===== src/rtl/vga_tile_sequencer_if.sv =====
// vga_tile_sequencer_if: raster timing in, tile position/colour/mode out
interface vga_tile_sequencer_if;
  logic       i_Frame_Start;
  logic       i_Line_Start;
  logic       i_Active;
  logic       i_Mode_Next;
  logic [4:0] o_Col;
  logic [3:0] o_Row;
  logic [2:0] o_Red;
  logic [2:0] o_Grn;
  logic [2:0] o_Blu;
  logic [1:0] o_Mode;
  logic       o_Mode_Pending;
  modport master (
    output i_Frame_Start, i_Line_Start, i_Active, i_Mode_Next,
    input  o_Col, o_Row, o_Red, o_Grn, o_Blu, o_Mode, o_Mode_Pending
  );
  modport slave (
    input  i_Frame_Start, i_Line_Start, i_Active, i_Mode_Next,
    output o_Col, o_Row, o_Red, o_Grn, o_Blu, o_Mode, o_Mode_Pending
  );
endinterface


===== src/rtl/vga_tile_sequencer.sv =====
// vga_tile_sequencer: tile counters, tear-free mode FSM and 2-cycle colour pipeline
module vga_tile_sequencer #(
  parameter int H_ACTIVE = 640,
  parameter int V_ACTIVE = 480,
  parameter int TILE_W   = 20,
  parameter int TILE_H   = 30
) (
  input logic                 i_Clk,
  input logic                 i_Reset_n,
  vga_tile_sequencer_if.slave bus
);
  localparam int PW = $clog2(TILE_W);
  localparam int LW = $clog2(TILE_H);
  localparam logic [PW-1:0] PIX_LAST  = PW'(TILE_W - 1);
  localparam logic [LW-1:0] LINE_LAST = LW'(TILE_H - 1);
  localparam logic [4:0]    COL_LAST  = 5'(H_ACTIVE / TILE_W - 1);
  localparam logic [3:0]    ROW_LAST  = 4'(V_ACTIVE / TILE_H - 1);
  typedef enum logic {RUN, PEND} state_t;
  state_t        state_q, state_d;
  logic [1:0]    rs_q, rs_d;
  logic          rst_n;
  logic [PW-1:0] pix_q, pix_d, pix_cur;
  logic [LW-1:0] line_q, line_d;
  logic [4:0]    col_q, col_d, col_cur;
  logic [3:0]    row_q, row_d;
  logic          sync_q, sync_d, mn_q, mn_d;
  logic [1:0]    mode_q, mode_d;
  logic          new_line, pix_wrap, line_wrap, rise, on;
  logic [4:0]    s1_col_q;
  logic [2:0]    s1_row_q, chk, grey;
  logic [1:0]    s1_mode_q;
  logic          s1_act_q;
  logic [2:0]    red_q, red_d, grn_q, grn_d, blu_q, blu_d;
  // Asserts asynchronously, releases two clocks after i_Reset_n rises
  always_ff @(posedge i_Clk or negedge i_Reset_n)
    if (!i_Reset_n) rs_q <= '0;
    else rs_q <= rs_d;
  assign rst_n = rs_q[1];
  // Tile counters track the raster; the current pixel's tile is resolved combinationally
  always_comb begin
    rs_d      = {rs_q[0], 1'b1};
    new_line  = bus.i_Frame_Start | bus.i_Line_Start;
    pix_cur   = new_line ? '0 : pix_q;
    col_cur   = new_line ? '0 : col_q;
    pix_wrap  = pix_cur == PIX_LAST;
    pix_d     = !bus.i_Active ? pix_cur : pix_wrap ? '0 : pix_cur + 1'b1;
    col_d     = (bus.i_Active && pix_wrap && col_cur != COL_LAST) ? col_cur + 1'b1 : col_cur;
    line_wrap = line_q == LINE_LAST;
    line_d    = bus.i_Frame_Start ? '0 : !bus.i_Line_Start ? line_q : line_wrap ? '0 : line_q + 1'b1;
    row_d     = bus.i_Frame_Start ? '0 :
                (bus.i_Line_Start && line_wrap && row_q != ROW_LAST) ? row_q + 1'b1 : row_q;
    sync_d    = sync_q | bus.i_Frame_Start;
    mn_d      = bus.i_Mode_Next;
    rise      = bus.i_Mode_Next & ~mn_q;
  end
  // Mode FSM state register
  always_ff @(posedge i_Clk or negedge rst_n)
    if (!rst_n) state_q <= RUN;
    else state_q <= state_d;
  // A request waits in PEND for a frame start; extra edges while pending are dropped
  always_comb begin
    state_d = state_q;
    if (state_q == RUN && rise) state_d = PEND;
    if (state_q == PEND && bus.i_Frame_Start) state_d = RUN;
  end
  // Mode advances in the frame-start cycle so stage 1 sees it for the whole new frame
  always_comb begin
    mode_d             = (state_q == PEND && bus.i_Frame_Start) ? mode_q + 1'b1 : mode_q;
    bus.o_Mode_Pending = state_q == PEND;
  end
  // Counters, flags and both pipeline stages
  always_ff @(posedge i_Clk or negedge rst_n)
    if (!rst_n) begin
      pix_q     <= '0;
      line_q    <= '0;
      col_q     <= '0;
      row_q     <= '0;
      sync_q    <= 1'b0;
      mn_q      <= 1'b0;
      mode_q    <= '0;
      s1_col_q  <= '0;
      s1_row_q  <= '0;
      s1_mode_q <= '0;
      s1_act_q  <= 1'b0;
      red_q     <= '0;
      grn_q     <= '0;
      blu_q     <= '0;
    end else begin
      pix_q     <= pix_d;
      line_q    <= line_d;
      col_q     <= col_d;
      row_q     <= row_d;
      sync_q    <= sync_d;
      mn_q      <= mn_d;
      mode_q    <= mode_d;
      s1_col_q  <= col_cur;
      s1_row_q  <= row_d[2:0];
      s1_mode_q <= mode_d;
      s1_act_q  <= bus.i_Active;
      red_q     <= red_d;
      grn_q     <= grn_d;
      blu_q     <= blu_d;
    end
  // Stage-2 colour lookup; black outside active video or before the first frame start
  always_comb begin
    on    = s1_act_q & sync_q;
    chk   = {3{s1_col_q[0] ^ s1_row_q[0]}};
    grey  = s1_col_q[4:2];
    red_d = !on ? '0 : s1_mode_q == 2'd0 ? s1_col_q[2:0] : s1_mode_q == 2'd1 ? grey :
            s1_mode_q == 2'd2 ? chk : 3'd7;
    grn_d = !on ? '0 : s1_mode_q == 2'd0 ? s1_row_q : s1_mode_q == 2'd1 ? grey :
            s1_mode_q == 2'd2 ? chk : 3'd0;
    blu_d = !on ? '0 : s1_mode_q == 2'd0 ? ~s1_col_q[2:0] : s1_mode_q == 2'd1 ? grey :
            s1_mode_q == 2'd2 ? chk : 3'd0;
  end
  assign bus.o_Col  = col_cur;
  assign bus.o_Row  = row_d;
  assign bus.o_Mode = mode_q;
  assign bus.o_Red  = red_q;
  assign bus.o_Grn  = grn_q;
  assign bus.o_Blu  = blu_q;
endmodule


===== src/flat_wrapper.sv =====
// flat-port wrapper written by rule: the top's interface ports become plain ports
module vga_tile_sequencer_flat 
#(
  parameter int H_ACTIVE = 640,
  parameter int V_ACTIVE = 480,
  parameter int TILE_W   = 20,
  parameter int TILE_H   = 30
)
  (i_Clk, i_Reset_n, bus_i_Frame_Start, bus_i_Line_Start, bus_i_Active, bus_i_Mode_Next, bus_o_Col, bus_o_Row, bus_o_Red, bus_o_Grn, bus_o_Blu, bus_o_Mode, bus_o_Mode_Pending);
  vga_tile_sequencer_if bus_i ();
  input logic i_Clk;
  input logic i_Reset_n;
  input wire logic [$bits(bus_i.i_Frame_Start)-1:0] bus_i_Frame_Start;
  input wire logic [$bits(bus_i.i_Line_Start)-1:0] bus_i_Line_Start;
  input wire logic [$bits(bus_i.i_Active)-1:0] bus_i_Active;
  input wire logic [$bits(bus_i.i_Mode_Next)-1:0] bus_i_Mode_Next;
  output wire logic [$bits(bus_i.o_Col)-1:0] bus_o_Col;
  output wire logic [$bits(bus_i.o_Row)-1:0] bus_o_Row;
  output wire logic [$bits(bus_i.o_Red)-1:0] bus_o_Red;
  output wire logic [$bits(bus_i.o_Grn)-1:0] bus_o_Grn;
  output wire logic [$bits(bus_i.o_Blu)-1:0] bus_o_Blu;
  output wire logic [$bits(bus_i.o_Mode)-1:0] bus_o_Mode;
  output wire logic [$bits(bus_i.o_Mode_Pending)-1:0] bus_o_Mode_Pending;
  assign bus_i.i_Frame_Start = bus_i_Frame_Start;
  assign bus_i.i_Line_Start = bus_i_Line_Start;
  assign bus_i.i_Active = bus_i_Active;
  assign bus_i.i_Mode_Next = bus_i_Mode_Next;
  assign bus_o_Col = bus_i.o_Col;
  assign bus_o_Row = bus_i.o_Row;
  assign bus_o_Red = bus_i.o_Red;
  assign bus_o_Grn = bus_i.o_Grn;
  assign bus_o_Blu = bus_i.o_Blu;
  assign bus_o_Mode = bus_i.o_Mode;
  assign bus_o_Mode_Pending = bus_i.o_Mode_Pending;
  vga_tile_sequencer #(.H_ACTIVE(H_ACTIVE), .V_ACTIVE(V_ACTIVE), .TILE_W(TILE_W), .TILE_H(TILE_H)) u_core (.i_Clk(i_Clk), .i_Reset_n(i_Reset_n), .bus(bus_i));
endmodule

===== config.mk =====
export PLATFORM = sky130hd
export DESIGN_NAME = vga_tile_sequencer_flat
export DESIGN_NICKNAME = d
export VERILOG_FILES = /design/src/rtl/vga_tile_sequencer_if.sv /design/src/rtl/vga_tile_sequencer.sv /design/src/flat_wrapper.sv
export SDC_FILE = /design/constraint.sdc
export NUM_CORES = 1
export LEC_CHECK = 0
export ABC_CLOCK_PERIOD_IN_PS = 3000
export CORE_UTILIZATION = 60
export CTS_BUF_LIST = sky130_fd_sc_hd__clkbuf_4 sky130_fd_sc_hd__clkbuf_8
export CTS_CLUSTER_SIZE = 25
export DETAILED_ROUTE_END_ITERATION = 12
export GPL_TIMING_DRIVEN = 0
export PLACE_DENSITY = 0.84
export SLEW_MARGIN = 10
export SYNTH_ARGS = -nofsm -noshare
export SYNTH_HDL_FRONTEND = slang
export SYNTH_SLANG_ARGS = --single-unit

===== constraint.sdc =====
create_clock -name i_Clk -period 3 [get_ports i_Clk]
set_input_delay 0.3 -clock i_Clk [delete_from_list [all_inputs] [get_ports i_Clk]]
set_output_delay 0.3 -clock i_Clk [all_outputs]
set_load 0.02 [all_outputs]

## Word-level counts from Yosys, hierarchy flattened

Cells that the tools add are included.

- Add/subtract/negate cells: 5
- $mul: 0
- Divide/modulo/power cells: 0
- $lt $le $gt $ge: 0
- Equal/unequal tests: 6
- Shift operators: 0
- Multiplexer cells: 22
- Bitwise operators: 8
- Reductions and logical operators: 9

Operator list:

| operator | number |
|---|---|
| $mux 5 | 8 |
| $mux 3 | 10 |
| $add 5x1->5 const B | 3 |
| $eq 5x5->1 const B | 2 |
| $mux 4 | 2 |
| $logic_and 1x1->1 | 6 |
| $ne 5x5->1 const B | 1 |
| $add 4x1->4 const B | 1 |
| $ne 4x4->1 const B | 1 |
| $reduce_bool 2->1 | 2 |
| $not 3->3 | 1 |
| $add 2x1->2 const B | 1 |
| $and 1x1->1 | 2 |
| $eq 2x1->1 const B | 1 |
| $eq 2x2->1 const B | 1 |
| $logic_not 2->1 | 1 |
| $mux 1 | 2 |
| $not 1->1 | 2 |
| $or 1x1->1 | 2 |
| $xor 1x1->1 | 1 |

- Register bits: 44
- Bits in latches: 0
- RAM bits: 0
- Bits in read-only memories: 0
- Input port bits: 6
- Word-level logic and storage cells: 65
- Memories kept: 0

## Depth between registers and ports, before layout

- Word-level depth: 6
- Gate-level depth with buffers: 9

## Worst setup path after synthesis

OpenSTA, ideal clock, no wires.

- Path kind: input to register
- Start point: in bus_i_Line_Start
- End point: reg u_core.col_q[3]
- Arrival: 2073 ps
- Path slack: 802 ps
- Stages: 9
- Path through: nor2_1 > clkbuf_1 > and2_1 > ha_1 > and3_1 > ha_1 > nand4bb_1 > nor3_1 > mux2_2

- Elaborated cells between the ends (all ways): 9
- Classes of those cells: add/sub (1); eq/ne (2); mux (3); bitwise (1); reduce/logical (2)

RTL lines:

| element | RTL line | source |
|---|---|---|
| start, declared | flat_wrapper.sv:14 | `input wire logic [$bits(bus_i.i_Line_Start)-1:0] bus_i_Line_Start;` |
| $or 1x1->1 * | vga_tile_sequencer.sv:42 | `new_line = bus.i_Frame_Start \| bus.i_Line_Start;` |
| $mux 5 * | vga_tile_sequencer.sv:44 | `col_cur = new_line ? '0 : col_q;` |
| via bus_o_Col[0] | flat_wrapper.sv:17 | `output wire logic [$bits(bus_i.o_Col)-1:0] bus_o_Col;` |
| parallel branches: the longest is 2 deep, another holds $add 5x1->5 | - |  |
| $mux 5 * | vga_tile_sequencer.sv:47 | `col_d = (bus.i_Active && pix_wrap && col_cur != COL_LAST) ? col_cur + 1'b1 : col_cur;` |
| via u_core.col_d[3] | vga_tile_sequencer.sv:24 | `logic [4:0] col_q, col_d, col_cur;` |
| end signal, assigned | vga_tile_sequencer.sv:91 | `col_q <= col_d;` |
| end, declared | vga_tile_sequencer.sv:24 |  |

Mark *: on every way through the listed nets, which the timed path passes.
A chain may end at the register's enable or synchronous reset.

## Worst setup path in the final report

- Start point: reg u_core.line_q[1]
- End point: out bus_o_Row[0]

- Word-level cells in the longest chain between the ends: 5

RTL lines:

| element | RTL line | source |
|---|---|---|
| start, declared | vga_tile_sequencer.sv:23 | `logic [LW-1:0] line_q, line_d;` |
| start signal, assigned | vga_tile_sequencer.sv:90 | `line_q <= line_d;` |
| $eq 5x5->1 | vga_tile_sequencer.sv:48 | `line_wrap = line_q == LINE_LAST;` |
| $logic_and 1x1->1 (2 in series) | vga_tile_sequencer.sv:51 | `(bus.i_Line_Start && line_wrap && row_q != ROW_LAST) ? row_q + 1'b1 : row_q;` |
| $mux 4 | vga_tile_sequencer.sv:51 |  |
| $mux 4 | vga_tile_sequencer.sv:50 | `row_d = bus.i_Frame_Start ? '0 :` |
| end, declared | flat_wrapper.sv:18 | `output wire logic [$bits(bus_i.o_Row)-1:0] bus_o_Row;` |

Every way passes these cells.

==> summary.md <==
| Metric | Value |
|---|---|
| Status | finished, final reports clean |
| Initial antenna violation count | 0 |
| Clk buf depth | 2 |
| Seq/Total Area, Yosys | 53.4% |
| Die ar. | 3430 sq um |
| Worst-Margin Slew | 0.817 ns |
| Total Routing Usage GR | 24.3% |
| Number of synthesized register bits | 41 |
| Clock Skew | 0.0108 ns |
| GRT busiest layer | met2 |
| Non-filler instance count after layout | 252 |
| Met2 usage in global routing | 45.6% |
| Final TNS setup | 0 ns |
| Netlist area before placement | 1920 sq um |
| CTS buffer count | 5 |
| Final Hold Fails | 0 |
| CTS Sinks | 41 |
| Synth async-reset ratio | 100% |
| Die width | 58.6 um |
| Pin count of the biggest net entering global routing | 40 |
| Gr ovfl total | 0 |
| Hold Path Class | in -> async |
| Number of flops mapped to enable cells by yosys | 0 |
| Setup WS post-layout | 0.172 ns |
| Initial drt markers | 77 |
| CP Capture Type | primary output |
| Post-DRT Antenna Nets | 0 |
| Vias in the first global route | 1424 |
| Cts hold-fix bufs | 0 |
| Hpwl dp | 2.70 mm |
| Worst-path clk slew | 0.11 ns |
| Final Setup Violations | 0 |
| Met3 Use GR | 7.03% |
| Worst Path Required | 2.70 ns |
| CTS tree | built |
| Drt pass-1 iters | 4 |
| P_leak | 0.00100 uW |
| Max Freq | 354 MHz |
| Clock Tree Root | clkbuf_4 |
| Clock Latency Late Sink | 0.35 ns |
| Mapped Nets | 189 |
| Worst VDD drop | 0.355 mV |
| FP Rows | 20 |
| Dominant synthesized flop cell | dfrtp_1 |
| # Max-Cap Violations | 0 |
| Final min period | 2.83 ns |
| Finished Cell Area | 2290 sq um |
| Io pins | 27 |
| Unrepaired setup endpoints after global routing | no |
| Diodes inserted | 0 |
| Avg WL per Cell | 14.4 um |
| Unique masters post-synth | 40 |
| Layout cells sized above 1 | 11.1% |
| Cells after Synth | 174 |
| Yosys warning total | 0 |
| Final Max Slew Viols | 0 |
| Routed WL | 3.64 mm |
| Mapped Avg Cell Area | 11.0 sq um |
| Power Density | 631 nW/um^2 |
| Relative slew margins | 45.5% |
| Starting density of the core | 62.9% |
| # DRC | 0 |
| First-pass GRT wire length | 6.11 mm |
| Post-detailed-placement cell area | 2240 sq um |
| Gpl congestion | 0.848 |
| CTS HTree Levels | 2 |
| Overall power | 1450 uW |
| Placeable core area | 3050 sq um |
| Vias/cell | 5.62 |
| GR met1 Demand/Resource | 25.4% |
| Die H | 58.6 um |
| Port Buffer Count | 26 |
| Placed Cells | 244 |
| Kind of critical path | reg -> out |
| Peak fanout along the critical path | 4 |
| P&R area growth vs syn | 19.5% |
| Crit path DAT | 2.53 ns |
| Fin nets | 222 |
| Final Cycle Share | 94.3% |
| CP startpoint kind | flip-flop |
| DP Worst Slack | 0.00795 ns |
| Via count | 1415 |
==> final cells by class <==
| class | instances | area (sq um) |
|---|---|---|
| timing repair buffer | 26 | 263 |
| multi-input combinational | 120 | 846 |
| buffer | 4 | 15.0 |
| fill | 239 | 758 |
| tap | 44 | 55.1 |
| clock buffer | 6 | 45.0 |
| sequential | 41 | 1030 |
| clock inverter | 2 | 10.0 |
| inverter | 9 | 33.8 |
==> path summary, 6_finish.rpt <==
kind | from | slack (ns) | cells after the start | end
setup / recovery | u_core.line_q[1]$_DFFE_PN0P_ | 0.17 | 6 | bus_o_Row[0]
hold / removal | i_Reset_n | 0.1 | 1 | u_core.rs_q[0]$_DFF_PN0_
setup reg to reg | u_core.col_q[0]$_DFF_PN0_ | 0.82 | 7 | u_core.col_q[3]$_DFF_PN0_
hold reg to reg | u_core.rs_q[0]$_DFF_PN0_ | 0.37 | 0 | u_core.rs_q[1]$_DFF_PN0_
max in group asynchronous | u_core.rs_q[1]$_DFF_PN0_ | 2.11 | 0 | u_core.bus.o_Mode[1]$_DFFE_PN0P_
min in group i_Clk | u_core.rs_q[0]$_DFF_PN0_ | 0.37 | 0 | u_core.rs_q[1]$_DFF_PN0_
==> per-layer routing <==
layer	share of wire (%)	up-vias
met5	0	-
met4	1.3	0
met3	4.2	7
li1	-	676
met2	55	33
met1	39	699
==> cells by family (layout without fill, tap and decap cells) <==
kind of cell	count (synthesis)	count (layout)	synth area share, %
other cells	1	1	0.195
mux	8	8	4.56
simple gates	63	63	18.6
xor+xnor	5	5	2.67
compound gates	34	34	12.1
buf+inv	13	47	2.54
fa+ha+maj	9	9	5.86
flops	41	41	53.4
==> flip-flops by register name, summed over array words and instances (netlist names), 2 cells and up <==
name and count:
u_core.bus.o_Red 3, u_core.line_q 5, u_core.rs_q 2, u_core.bus.o_Grn 3, u_core.pix_q 5, u_core.col_q 5
u_core.bus.o_Mode 2, u_core.bus.o_Blu 3, u_core.s1_col_q 5, u_core.row_q 4
==> synth_stat cells (all sizes together) (2+ instances only) <==
master / n / share of area [%]
mux2: 6 / 3.5
nand2: 9 / 1.8
ha: 9 / 5.9
nor2b: 3 / 0.98
nor3: 2 / 0.52
nand3: 8 / 2.1
xor2: 4 / 2.2
nor2: 10 / 2.0
a21oi: 10 / 2.6
nand3b: 2 / 0.78
or2: 2 / 0.65
dfrtp: 41 / 53
inv: 9 / 1.8
o211ai: 3 / 1.2
a2111oi: 5 / 2.9
clkbuf: 4 / 0.78
nand2b: 9 / 2.9
nand4: 2 / 0.65
o21ai: 10 / 2.6
and2: 7 / 2.3
mux2i: 2 / 1.0
==> power by group <==
group,internal (uW),switching [uW]
clock,98.5,174
sequential,628,42.3
combinational,225,280
==> worst max-delay path: stages, from the launching register on <==
cell	delay (ns)
dfrtp_1	0.41
inv_1	0.09
ha_1	0.22
nand2_1	0.15
a311oi_2	0.37
mux2_2	0.39
clkdlybuf4s50_1	0.54
==> cell usage in the layout, fill, tap and decap left out, types with 2 or more instances in the layout <==
cell type,instances
nand2_1,9
xor2_1,3
clkdlybuf4s50_1,25
nand2b_1,9
nor3_1,2
o21ai_0,10
or2_2,2
nand3b_1,2
a2111oi_1,4
o211ai_1,3
a21oi_1,10
nor2b_1,3
and2_1,7
clkbuf_4,6
nand4_1,2
clkinv_2,2
inv_1,9
mux2_2,6
clkbuf_1,4
nor2_1,10
dfrtp_1,40
mux2i_1,2
nand3_1,8
ha_1,9
==> metrics by stage <==
step | utilization, % | hold slack, ns
2_1_floorplan | - | 0.00441
6_report | 75.2 | 0.0992
4_1_cts | 75.1 | 0.0761
3_5_place_dp | 73.3 | 0.346
3_3_place_gp | 73.2 | 0.337
5_1_grt | 75.2 | 0.0823
==> repair_timing <==
item	in CTS	in global routing
gates resized for setup	0	1
setup endpoints to repair	0	1
buffers inserted	0	0
endpoints found under the hold margin	0	0
(Power assumes the default switching activity.)
==> variant: new RTL, same flow settings <==
`TILE_H` is set to 30 in 2 places; all go to 60.
--- a/src/rtl/vga_tile_sequencer.sv
+++ b/src/rtl/vga_tile_sequencer.sv
@@ -5,3 +5,3 @@
   parameter int TILE_W   = 20,
-  parameter int TILE_H   = 30
+  parameter int TILE_H   = 60
 ) (
--- a/src/flat_wrapper.sv
+++ b/src/flat_wrapper.sv
@@ -6,3 +6,3 @@
   parameter int TILE_W   = 20,
-  parameter int TILE_H   = 30
+  parameter int TILE_H   = 60
 )
Check against the original RTL: same outputs for any inputs over 10 cycles, from zero or initial values and one cycle with i_Reset_n low; that may be too few to reach the edited logic, so the function may still have changed.
==> variant against the original RTL <==
Wire length rose by 4.2%. Design area rose by 1.1%. Combinational power rose by 1%. Sequential cell count rose by 1. Sequential power rose by 2%. First-iteration DRC count fell by 29%. Fmax rose by 2.4%. Count of clock-buffer cells in the layout did not move. Largest power group unchanged. Die area rose by 2.0%. Synthesized cell count did not move. Total power rose by 2.7%. Synthesized area rose by 2.0%. Setup slack improved by 0.066 ns.
==> variant: results (changes against the original RTL) <==
[yosys]
yosysUniqueCellTypes=43  ; was 40
async_flop_share=1.00  ; unchanged
synthTopCellsByCount=dfrtp_1, nor2_1, nand2_1  ; was dfrtp_1, a21oi_1, nor2_1, o21ai_0
synth_area_leaders=dfrtp_1, ha_1, mux2_2  ; unchanged
yosysWarningCount=0  ; unchanged
synth_fp_nets=188  ; was 189
ys_seq_area_frac=0.536  ; was 0.534
avgSynthCellArea_sq_um=11.3  ; was 11.0 sq um

[grt]
antenna_found_initial=0  ; unchanged
grt_max_degree=41  ; was 40
grt_pass1_vias=1441  ; was 1424
grt_use_total=0.256  ; was 0.243
grt_pass1_wl_microns=6450  ; was 6110 microns

[clocking]
numCtsBuffers=5  ; unchanged
cts.repair.resized=0  ; unchanged
ctsLongestPathBuffers=2  ; unchanged
cts.root.buffer_cell=clkbuf_4  ; unchanged

[finish]
largest_register_ffs=6
n_antenna_cell=0  ; unchanged
drive_above_1_share=0.117  ; was 0.111
finalNonFillerCells=250  ; was 252
fillers=222  ; was 239
regMostFlops=u_core.line_q
nets=219  ; was 222

[timing]
finClkSkew_ns=0.0112  ; was 0.0108 ns
report.final.slew_viol_count=0  ; unchanged
worstMarginPinSlew_ns=0.836  ; was 0.817 ns

[setup_path]
r2r-end=u_core.col_q[3]$_DFF_PN0_  ; unchanged
r2r_slack_ns=0.82  ; about the same
critPathArrivalTime_ns=2.46  ; was 2.53 ns
r2r_cells=7  ; unchanged
cp_max_fo=6  ; was 4
r2r_start=u_core.col_q[0]$_DFF_PN0_  ; unchanged

[drt]
dr.pass1.iters=4  ; unchanged
drt_iter0_markers=55  ; was 77
avgViaCountPerCell=5.70  ; was 5.62
drt_wl_total_microns=3790  ; was 3640 microns

[place]
place_hpwl_microns=2820  ; was 2700 microns
placedCellCount=242  ; was 244
port_buffers=24  ; was 26
globalplace.congestion=0.843  ; was 0.848

[power]
ir_drop_mv=0.328  ; was 0.355 mV
leakagePower_nw=1.02  ; was 1.00 nW

[status]
status=finished, final reports clean  ; unchanged

[variant: cell types whose count changed after synthesis, moves of 2 or more]
| cell | delta |
|---|---|
| o2111ai_1 | +2 |
| o21ai_0 | -2 |
| nor2_1 | +3 |
| nand3b_1 | -2 |
| nand2b_1 | -4 |
| nand2_1 | +3 |
| clkbuf_1 | -2 |
[variant: where the power goes]
group	leakage (nW)	internal (mW)	switching, mW
clock	0.0343	0.113	0.177
sequential	0.555	0.642	0.0432
combinational	0.434	0.224	0.288
total	1.02	0.979	0.509
[variant: worst max-delay path by stage]
stage / start / slack [ns] / end
after floorplan: bus_i_Line_Start / 0.73 / u_core.col_q[2]$_DFF_PN0_
after global placement: bus_i_Frame_Start / 0.63 / u_core.col_q[3]$_DFF_PN0_
after detailed placement: bus_i_Frame_Start / 0.52 / u_core.col_q[3]$_DFF_PN0_
after CTS: u_core.line_q[0]$_DFFE_PN0P_ / 0.19 / bus_o_Row[0]
after global routing: u_core.line_q[0]$_DFFE_PN0P_ / 0.08 / bus_o_Row[1]
final: u_core.line_q[0]$_DFFE_PN0P_ / 0.24 / bus_o_Row[0]
[variant: area by class of cell]
type                    instances  area, sq um  share of cell area
multi-input cells             119          855               0.368
repair buffers                 24          240               0.104
inverters                       9         33.8              0.0146
clock inverters                 2         12.5             0.00539
flip-flops and latches         42         1050               0.454
clock buffers                   6         51.3              0.0221
plain buffers                   4         20.0             0.00863
well taps                      44         55.1              0.0237
[variant: kinds of logic after synthesis]
| kind of cell | Yosys count | synth area share |
|---|---|---|
| flops | 42 | 0.536 |
| other cells | 1 | 0.00191 |
| compound gates | 34 | 0.126 |
| mux | 7 | 0.0390 |
| xor+xnor | 7 | 0.0351 |
| simple gates | 62 | 0.183 |
| buf+inv | 13 | 0.0275 |
| fa+ha+maj | 8 | 0.0511 |
[variant: critical path: cells and delay by family (launching register included)]
kind	cells	cell delay, ns
fa+ha+maj	1	0.27
flops	1	0.41
simple gates	1	0.16
buf+inv	1	0.54
mux	1	0.40
compound gates	1	0.33
[variant: layer usage]
metal | global-route usage | wire [microns] | vias to the layer above
met4 | 0.136 | 93 | 0
met2 | 0.437 | 2070 | 41
li1 | - | - | 671
met1 | 0.290 | 1490 | 704
met3 | 0.0742 | 143 | 10
met5 | 0 | 0 | -
[variant: per-stage QoR]
stage                     hold WS, ns  total power [mW]  setup WS [ns]  cell area [sq um]   util
final                          0.0931              1.49          0.237               2320  0.754
after global routing           0.0660              1.57         0.0819               2320  0.754
after CTS                      0.0713              1.50          0.192               2320  0.754
after detailed placement        0.336              1.20          0.519               2260  0.733
after global placement          0.337              1.18          0.630               2250  0.733
after floorplan               0.00441              1.00          0.728               1960      -
